===== config.mk =====
export PLATFORM = sky130hd
export DESIGN_NAME = sid_bus_sync_flat
export DESIGN_NICKNAME = d
export VERILOG_FILES = /design/src/rtl/sid_bus_sync_if.sv /design/src/rtl/sid_bus_sync.sv /design/src/flat_wrapper.sv
export SDC_FILE = /design/constraint.sdc
export NUM_CORES = 1
export LEC_CHECK = 0
export ABC_AREA = 0
export CAP_MARGIN = 5
export CORE_MARGIN = 10
export CORE_UTILIZATION = 50
export CTS_CLUSTER_DIAMETER = 60
export DETAILED_ROUTE_END_ITERATION = 10
export PLACE_DENSITY = 0.81
export SYNTH_ARGS = -nofsm -noshare
export SYNTH_HDL_FRONTEND = slang
export SYNTH_SLANG_ARGS = --single-unit

===== constraint.sdc =====
create_clock -name clk -period 3.4 [get_ports clk]
set_clock_uncertainty 0.2 [all_clocks]
set_input_delay 0.85 -clock clk [delete_from_list [all_inputs] [get_ports clk]]
set_output_delay 0.85 -clock clk [all_outputs]
set_load 0.02 [all_outputs]

===== src/rtl/sid_bus_sync_if.sv =====
// Bus bundle for sid_bus_sync: raw asynchronous SID bus pins in, qualified
// clk-domain access strobes out.
interface sid_bus_sync_if;
  logic       phi2_in;
  logic       res_n_in;
  logic       cs_n_in;
  logic       rw_in;
  logic [4:0] addr_in;
  logic [7:0] data_in;

  logic [2:0] phase;
  logic [4:0] addr;
  logic [7:0] data;
  logic       cs;
  logic       oe;
  logic       we;
  logic       bus_res;
  logic       phi2_lost;

  modport master (
    output phi2_in,
    output res_n_in,
    output cs_n_in,
    output rw_in,
    output addr_in,
    output data_in,
    input  phase,
    input  addr,
    input  data,
    input  cs,
    input  oe,
    input  we,
    input  bus_res,
    input  phi2_lost
  );

  modport slave (
    input  phi2_in,
    input  res_n_in,
    input  cs_n_in,
    input  rw_in,
    input  addr_in,
    input  data_in,
    output phase,
    output addr,
    output data,
    output cs,
    output oe,
    output we,
    output bus_res,
    output phi2_lost
  );
endinterface


===== src/rtl/sid_bus_sync.sv =====
// SID bus front end: synchronizes the raw CPU bus, filters PHI2, and turns each
// PHI2 high period into rise/commit/fall phase pulses with decoded qualifiers.
module sid_bus_sync #(
  parameter int unsigned SYNC_STAGES  = 2,
  parameter int unsigned PHI2_FILTER  = 3,
  parameter int unsigned STROBE_DELAY = 8,
  parameter int unsigned LOST_TIMEOUT = 4095
) (
  input logic           clk,
  input logic           res,
  sid_bus_sync_if.slave bus
);

  localparam int unsigned SYNC_W = 17;
  localparam int unsigned FLT_W  = (PHI2_FILTER > 1) ? $clog2(PHI2_FILTER) : 1;
  localparam int unsigned DLY_W  = (STROBE_DELAY > 1) ? $clog2(STROBE_DELAY) : 1;
  localparam int unsigned WD_W   = $clog2(LOST_TIMEOUT + 1);

  localparam logic [FLT_W-1:0] FLT_LAST = FLT_W'(PHI2_FILTER - 1);
  localparam logic [DLY_W-1:0] DLY_LOAD = DLY_W'(STROBE_DELAY - 1);
  localparam logic [WD_W-1:0]  WD_MAX   = WD_W'(LOST_TIMEOUT);

  localparam logic [1:0] ST_PHI1   = 2'd0;
  localparam logic [1:0] ST_DELAY  = 2'd1;
  localparam logic [1:0] ST_COMMIT = 2'd2;
  localparam logic [1:0] ST_HOLD   = 2'd3;

  // Reset is carried inverted so a cleared chain reads as "not in reset".
  logic [SYNC_W-1:0] w_raw;
  logic [SYNC_W-1:0] r_sync [SYNC_STAGES];
  logic [SYNC_W-1:0] w_sync;

  assign w_raw = {bus.phi2_in, ~bus.res_n_in, bus.cs_n_in, bus.rw_in, bus.addr_in, bus.data_in};

  always_ff @(posedge clk) begin
    if (res) begin
      for (int i = 0; i < SYNC_STAGES; i++) begin
        r_sync[i] <= '0;
      end
    end else begin
      r_sync[0] <= w_raw;
      for (int i = 1; i < SYNC_STAGES; i++) begin
        r_sync[i] <= r_sync[i-1];
      end
    end
  end

  logic       w_phi2_s;
  logic       w_res_s;
  logic       w_cs_n_s;
  logic       w_rw_s;
  logic [4:0] w_addr_s;
  logic [7:0] w_data_s;

  assign w_sync   = r_sync[SYNC_STAGES-1];
  assign w_phi2_s = w_sync[16];
  assign w_res_s  = w_sync[15];
  assign w_cs_n_s = w_sync[14];
  assign w_rw_s   = w_sync[13];
  assign w_addr_s = w_sync[12:8];
  assign w_data_s = w_sync[7:0];

  // PHI2 glitch filter: the count tracks consecutive samples that disagree
  // with the accepted level; the last one of the run flips the level.
  logic             r_phi2_f;
  logic [FLT_W-1:0] r_flt_cnt;
  logic             w_differ;
  logic             w_accept;
  logic             w_rise;
  logic             w_fall;

  assign w_differ = (w_phi2_s != r_phi2_f);
  assign w_accept = w_differ && (r_flt_cnt == FLT_LAST);
  assign w_rise   = w_accept && w_phi2_s;
  assign w_fall   = w_accept && !w_phi2_s;

  always_ff @(posedge clk) begin
    if (res) begin
      r_phi2_f  <= 1'b0;
      r_flt_cnt <= '0;
    end else if (!w_differ) begin
      r_flt_cnt <= '0;
    end else if (w_accept) begin
      r_phi2_f  <= w_phi2_s;
      r_flt_cnt <= '0;
    end else begin
      r_flt_cnt <= r_flt_cnt + FLT_W'(1);
    end
  end

  logic [WD_W-1:0] r_wd;
  logic            w_lost;
  logic            r_bus_res;

  assign w_lost = (r_wd == WD_MAX);

  always_ff @(posedge clk) begin
    if (res) begin
      r_wd      <= '0;
      r_bus_res <= 1'b0;
    end else begin
      r_bus_res <= w_res_s;
      if (w_accept) begin
        r_wd <= '0;
      end else if (!w_lost) begin
        r_wd <= r_wd + WD_W'(1);
      end
    end
  end

  logic [1:0]       r_state, w_state_d;
  logic [2:0]       r_phase, w_phase_d;
  logic [DLY_W-1:0] r_dly,   w_dly_d;
  logic             r_cs,    w_cs_d;
  logic             r_oe,    w_oe_d;
  logic             r_we,    w_we_d;
  logic [4:0]       r_addr,  w_addr_d;
  logic [7:0]       r_data,  w_data_d;

  always_comb begin
    w_state_d = r_state;
    w_phase_d = 3'b000;
    w_dly_d   = r_dly;
    w_cs_d    = r_cs;
    w_oe_d    = r_oe;
    w_we_d    = r_we;
    w_addr_d  = r_addr;
    w_data_d  = r_data;

    // A lost PHI2 parks the FSM, but the edge that ends the outage still counts.
    if (w_lost && !w_rise) begin
      w_state_d = ST_PHI1;
      w_cs_d    = 1'b0;
      w_oe_d    = 1'b0;
      w_we_d    = 1'b0;
    end else begin
      case (r_state)
        ST_PHI1: begin
          if (w_rise) begin
            w_state_d = ST_DELAY;
            w_phase_d = 3'b001;
            w_dly_d   = DLY_LOAD;
          end
        end
        ST_DELAY: begin
          if (w_fall) begin
            w_state_d = ST_PHI1;
            w_phase_d = 3'b100;
          end else if (r_dly == '0) begin
            w_state_d = ST_COMMIT;
            w_phase_d = 3'b010;
            w_addr_d  = w_addr_s;
            w_data_d  = w_data_s;
            w_cs_d    = !w_cs_n_s;
            w_oe_d    = !w_cs_n_s && w_rw_s;
            w_we_d    = !w_cs_n_s && !w_rw_s;
          end else begin
            w_dly_d = r_dly - DLY_W'(1);
          end
        end
        ST_COMMIT, ST_HOLD: begin
          if (w_fall) begin
            w_state_d = ST_PHI1;
            w_phase_d = 3'b100;
            w_cs_d    = 1'b0;
            w_oe_d    = 1'b0;
            w_we_d    = 1'b0;
          end else begin
            w_state_d = ST_HOLD;
          end
        end
        default: begin
          w_state_d = ST_PHI1;
        end
      endcase
    end
  end

  always_ff @(posedge clk) begin
    if (res) begin
      r_state <= ST_PHI1;
      r_phase <= 3'b000;
      r_dly   <= '0;
      r_cs    <= 1'b0;
      r_oe    <= 1'b0;
      r_we    <= 1'b0;
      r_addr  <= '0;
      r_data  <= '0;
    end else begin
      r_state <= w_state_d;
      r_phase <= w_phase_d;
      r_dly   <= w_dly_d;
      r_cs    <= w_cs_d;
      r_oe    <= w_oe_d;
      r_we    <= w_we_d;
      r_addr  <= w_addr_d;
      r_data  <= w_data_d;
    end
  end

  assign bus.phase     = r_phase;
  assign bus.addr      = r_addr;
  assign bus.data      = r_data;
  assign bus.cs        = r_cs & ~w_lost;
  assign bus.oe        = r_oe & ~w_lost;
  assign bus.we        = r_we & ~w_lost & ~r_bus_res;
  assign bus.bus_res   = r_bus_res;
  assign bus.phi2_lost = w_lost;

  phase_onehot_a: assert property (@(posedge clk) disable iff (res) $onehot0(r_phase));

endmodule


===== src/flat_wrapper.sv =====
// flat-port wrapper written by rule: the top's interface ports become plain ports
module sid_bus_sync_flat 
#(
  parameter int unsigned SYNC_STAGES  = 2,
  parameter int unsigned PHI2_FILTER  = 3,
  parameter int unsigned STROBE_DELAY = 8,
  parameter int unsigned LOST_TIMEOUT = 4095
)
  (clk, res, bus_phi2_in, bus_res_n_in, bus_cs_n_in, bus_rw_in, bus_addr_in, bus_data_in, bus_phase, bus_addr, bus_data, bus_cs, bus_oe, bus_we, bus_bus_res, bus_phi2_lost);
  sid_bus_sync_if bus_i ();
  input logic clk;
  input logic res;
  input wire logic [$bits(bus_i.phi2_in)-1:0] bus_phi2_in;
  input wire logic [$bits(bus_i.res_n_in)-1:0] bus_res_n_in;
  input wire logic [$bits(bus_i.cs_n_in)-1:0] bus_cs_n_in;
  input wire logic [$bits(bus_i.rw_in)-1:0] bus_rw_in;
  input wire logic [$bits(bus_i.addr_in)-1:0] bus_addr_in;
  input wire logic [$bits(bus_i.data_in)-1:0] bus_data_in;
  output wire logic [$bits(bus_i.phase)-1:0] bus_phase;
  output wire logic [$bits(bus_i.addr)-1:0] bus_addr;
  output wire logic [$bits(bus_i.data)-1:0] bus_data;
  output wire logic [$bits(bus_i.cs)-1:0] bus_cs;
  output wire logic [$bits(bus_i.oe)-1:0] bus_oe;
  output wire logic [$bits(bus_i.we)-1:0] bus_we;
  output wire logic [$bits(bus_i.bus_res)-1:0] bus_bus_res;
  output wire logic [$bits(bus_i.phi2_lost)-1:0] bus_phi2_lost;
  assign bus_i.phi2_in = bus_phi2_in;
  assign bus_i.res_n_in = bus_res_n_in;
  assign bus_i.cs_n_in = bus_cs_n_in;
  assign bus_i.rw_in = bus_rw_in;
  assign bus_i.addr_in = bus_addr_in;
  assign bus_i.data_in = bus_data_in;
  assign bus_phase = bus_i.phase;
  assign bus_addr = bus_i.addr;
  assign bus_data = bus_i.data;
  assign bus_cs = bus_i.cs;
  assign bus_oe = bus_i.oe;
  assign bus_we = bus_i.we;
  assign bus_bus_res = bus_i.bus_res;
  assign bus_phi2_lost = bus_i.phi2_lost;
  sid_bus_sync #(.SYNC_STAGES(SYNC_STAGES), .PHI2_FILTER(PHI2_FILTER), .STROBE_DELAY(STROBE_DELAY), .LOST_TIMEOUT(LOST_TIMEOUT)) u_core (.clk(clk), .res(res), .bus(bus_i));
endmodule

Word-level counts from Yosys, hierarchy flattened:

Memory sizes are Yosys's and may differ from the RTL's.
Cells that the tools add are included.

* memories: 1
* flip-flop bits (word level): 40
* output and inout bits: 21
* RAM bits: 34
* input bits: 19

* bitwise logic cells: 12
* $add $sub $neg: 3
* equality and inequality tests: 12
* muxes and demuxes: 29
* reduce and logical (&&, ||, !) cells: 23

Memories
* u_core.r_sync: words 2, bits a word 17, read ports 2, clocked after memory_dff 0, write ports 2, RTL line sid_bus_sync.sv:30 `logic [SYNC_W-1:0] r_sync [SYNC_STAGES];`

Operator list (count)
* $mux 17: 2
* $mux 3: 5
* $add 12x1->12 const B: 1
* $eq 12x12->1 const B: 1
* $mux 1: 11
* $mux 2: 5
* $pmux 3 s3: 1
* $reduce_and 4->1: 2
* $eq 2x2->1 const B: 3
* $logic_and 1x1->1: 6
* $ne 2x1->1 const B: 3
* $not 1->1: 6
* $pmux 1 s2: 3
* $pmux 2 s3: 1
* $pmux 3 s2: 1
* $reduce_or 2->1: 3
* $reduce_and 5->1: 1
* $and 1x1->1: 4
* $logic_not 1->1: 4
* $ne 2x2->1 const B: 2
* $reduce_and 2->1: 2
* $reduce_bool 2->1: 2
* $logic_not 3->1: 1
* $ne 3x1->1 const B: 1
* other kinds (7): 8

Longest topological paths before layout:

An unclocked memory read counts as a cell.

* word-level depth: 8
* depth in mapped cells: 7
* depth with buffers taken out: 6

Worst setup path before layout:

OpenSTA, ideal clock, no wires.

* path type: flip-flop to output port
* from: register u_core.r_wd[0]
* to: output bus_we
* setup slack: 0.702 ns
* stages on the path, launching flop included: 7
* required time: 2.350 ns
* path buffers: 1
* data arrival time: 1.648 ns
* cells stage by stage: dfxtp_1 > ha_1 > and4_4 > buf_6 > nand3_2 > inv_2 > nor3b_1

* longest elaborated chain between the ends: 4

RTL lines
* from (decl): RTL line sid_bus_sync.sv:91 `logic [WD_W-1:0] r_wd;`
* from (signal assigned): RTL line sid_bus_sync.sv:106 `r_wd <= r_wd + WD_W'(1);`
* $eq 12x12->1: RTL line sid_bus_sync.sv:95 `assign w_lost = (r_wd == WD_MAX);`
* net bus_phi2_lost: RTL line flat_wrapper.sv:26 `output wire logic [$bits(bus_i.phi2_lost)-1:0] bus_phi2_lost;`
* $not 1->1: RTL line sid_bus_sync.sv:206 `assign bus.we = r_we & ~w_lost & ~r_bus_res;`
* $and 1x1->1 (2 in a row): RTL line sid_bus_sync.sv:206
* to (decl): RTL line flat_wrapper.sv:24 `output wire logic [$bits(bus_i.we)-1:0] bus_we;`

The timed path passes the listed nets, and every way through them passes these cells.

Worst setup path after layout:

* from: register u_core.r_wd[0]
* to: output bus_oe

* longest elaborated chain between the ends: 3

RTL lines
* $eq 12x12->1: RTL line sid_bus_sync.sv:95
* $not 1->1: RTL line sid_bus_sync.sv:205 `assign bus.oe = r_oe & ~w_lost;`
* $and 1x1->1: RTL line sid_bus_sync.sv:205
* to (decl): RTL line flat_wrapper.sv:23 `output wire logic [$bits(bus_i.oe)-1:0] bus_oe;`

Every way passes these cells.

==> flow_summary.json <==
{
  "outcome": "finished clean",
  "synth_simple_gate_area_frac": 0.256,
  "cts.htree.levels": 3,
  "io_buffers": 39,
  "setup.worst_path.end_class": "output pin",
  "synth_common_cells": "74 x dfxtp_1, 37 x nor2b_1, 30 x nand2b_1, 16 x mux2i_1, 14 x nor2_1",
  "dieWidth_um": 95.4,
  "grt_pass1_vias": 1811,
  "slew-limit-headroom": 0.578,
  "rsz0062_at_grt": "false",
  "cts_buffers": 9,
  "drive_gt1_frac": 0.0846,
  "routed.top_layer": "met4",
  "stdcell_count": 391,
  "die_h_um": 95.4,
  "ant_nets": 0,
  "diodes": 0,
  "setup_viol": 0,
  "fin_crit_ns": 3.28,
  "maxSlewViolCount": 0,
  "groute.usage.overall": 0.120,
  "num_rows": 27,
  "clkLatencyLatePin_ns": 0.34,
  "cts_tree": "yes",
  "finalSetupTns_ns": 0,
  "p_leak_nw": 1.35,
  "critPathLaunchType": "flop",
  "critPathMaxFanout": 9,
  "yosysUniqueCellTypes": 47,
  "synth-xor-area-share": 0.0246,
  "ys_async_sr_fraction": 0,
  "synth_edf_count": 0,
  "vdd_ir_drop_max_mv": 0.313,
  "route.met3.wl_um": 277,
  "place_inst": 375,
  "area_delta_synth_final_pct": 22.0,
  "period_share": 0.965,
  "synth_fp_nets": 299,
  "synth_area_leader_cell": "dfxtp_1",
  "clock-sinks": 74,
  "wire_per_inst_um": 13.4,
  "clock_path_buffers": 2,
  "hp-class": "reg2reg",
  "synth-compound-area-share": 0.0902,
  "avgSynthCellArea_um2": 10.3,
  "ys_ff_latch": 74,
  "grt_max_degree": 43,
  "fmax_mhz": 305,
  "drv_cap": 0,
  "crit_type": "reg2out",
  "antenna_found_initial": 0,
  "die_area_um2": 9100,
  "power_density_nw_per_um2": 502,
  "grt_pass1_wl_mm": 8.49,
  "cts-root-buf": "clkbuf_8",
  "core_um2": 5510,
  "routed-wl-met2_mm": 2.46,
  "netlist_top_cells_area": "dfxtp_1 52%, nor2b_1 8.1%, nand2b_1 6.6%",
  "vias": 1957,
  "synthMuxAreaShare": 0.0563,
  "drt_wl_total_mm": 5.25,
  "synth_fa_ha_area_frac": 0.0176,
  "post-synth-top-count-cell": "dfxtp_1",
  "syn_area_um2": 2840,
  "final_nets": 337,
  "finalHoldViolations": 0,
  "arrival_ns": 2.23,
  "drt_first_pass_iters": 4,
  "yosysTopAreaCellShare": 0.521,
  "avgViaCountPerCell": 5.01,
  "hpwl_mm": 3.70,
  "drt-initial-drc-count": 107,
  "wirelength_met1_mm": 2.43,
  "initial_core_util": 0.516,
  "synthCells": 276,
  "gp_congestion": 0.868,
  "cts.reportedPaths.clkPinSlew_ns": 0.08,
  "overflow": 0,
  "required_ns": 2.35,
  "max_slew.worst_pin.slew_ns": 0.631,
  "synth_top_family_by_area": "simple AND/OR/NAND/NOR gates",
  "drc": 0,
  "seq_area_frac_synth": 0.521,
  "ys.flop_type": "dfxtp_1",
  "yosysWarningCount": 0,
  "io_pins": 40
}
## routing by layer
metal  vias to the layer above  GRT usage
li1                       1005          -
met1                       907      0.147
met2                        36      0.178
met3                         9     0.0558
met4                         0     0.0516
met5                         -          0
## power breakdown
group          leakage, nW  internal (mW)  switching [mW]
Combinational        0.645         0.0740          0.0635
Sequential           0.605          0.900          0.0176
Clock               0.0987          0.359           0.326
Total                 1.35           1.33           0.407
## worst paths after layout
path                       startpoint             endpoint  slack, ns  cells after the start
setup / recovery       u_core.r_wd[0]               bus_oe       0.12                      5
setup reg to reg  u_core.r_flt_cnt[0]   u_core.bus.addr[4]       1.25                      6
hold reg to reg   u_core.r_flt_cnt[0]  u_core.r_flt_cnt[0]       0.22                      1
hold / removal    u_core.r_flt_cnt[0]  u_core.r_flt_cnt[0]       0.22                      1
## kinds of logic (layout without fill, tap and decap cells)
family	count (synthesis)	in the layout
simple gates	121	121
flops	74	74
compound gates	33	33
buf+inv	20	63
mux	16	16
xor+xnor	8	8
fa+ha+maj	4	4
## registers in the layout (all words and copies together) (netlist names)
name                count
u_core.r_cs             1
u_core.r_dly            3
u_core.r_state          2
u_core.r_sync          34
u_core.bus.data         8
u_core.r_we             1
u_core.bus.phase        3
u_core.r_wd            12
u_core.bus.addr         5
u_core.r_oe             1
u_core.r_phi2_f         1
u_core.bus.bus_res      1
u_core.r_flt_cnt        2
## layout make-up
| type | instances | area [um^2] |
|---|---|---|
| clock inverter | 6 | 63.8 |
| sequential | 74 | 1480 |
| inverter | 7 | 26.3 |
| fill | 447 | 2040 |
| clock buffer | 10 | 138 |
| tap | 72 | 90.1 |
| timing repair buffer | 40 | 400 |
| multi-input combinational | 182 | 1270 |
## cell usage in the layout, fill, tap and decap left out, types with 2 or more instances in the layout
cell type / n
nand2_1: 8
clkbuf_8: 10
ha_1: 3
clkdlybuf4s50_1: 35
clkinv_2: 2
nor3_1: 4
nor2b_1: 37
nor4_1: 2
clkinvlp_4: 2
o21ai_0: 3
a31oi_1: 3
a21oi_1: 8
nand3_1: 3
and3b_1: 2
and3_1: 3
mux2i_1: 16
dfxtp_1: 74
dlymetal6s2s_1: 3
xor2_1: 7
a21o_1: 3
o22ai_1: 2
and2_1: 4
nand3b_1: 3
nand4_1: 3
nand2b_1: 30
inv_1: 6
a211oi_1: 2
nor2_1: 14
o311ai_1: 3
## worst max-delay path: stages (launching register included)
cell and delay (ns):
dfxtp_1 0.38, ha_2 0.25, and4_4 0.28, nand3_2 0.20, and2_1 0.23, clkdlybuf4s50_1 0.53
## through the flow
| stage | power (mW) | utilization | hold slack [ns] | worst slack, ns | area, um^2 |
|---|---|---|---|---|---|
| floorplan | 1.03 | - | 0.192 | 0.702 | 2840 |
| global placement | 1.07 | 0.591 | 0.202 | 0.448 | 3260 |
| detailed placement | 1.08 | 0.591 | 0.213 | 0.397 | 3260 |
| CTS | 1.76 | 0.628 | 0.223 | 0.00335 | 3460 |
| global route | 1.82 | 0.630 | 0.244 | 0.00480 | 3470 |
| finish | 1.74 | 0.630 | 0.216 | 0.120 | 3470 |
## timing repair
| item | in CTS | in global routing |
|---|---|---|
| buffers inserted | 0 | 0 |
| setup endpoints to repair | 0 | 4 |
| hold buffers | 0 | 0 |
| resized for setup | 0 | 5 |
No activity file was read; power rests on OpenSTA's default activity.
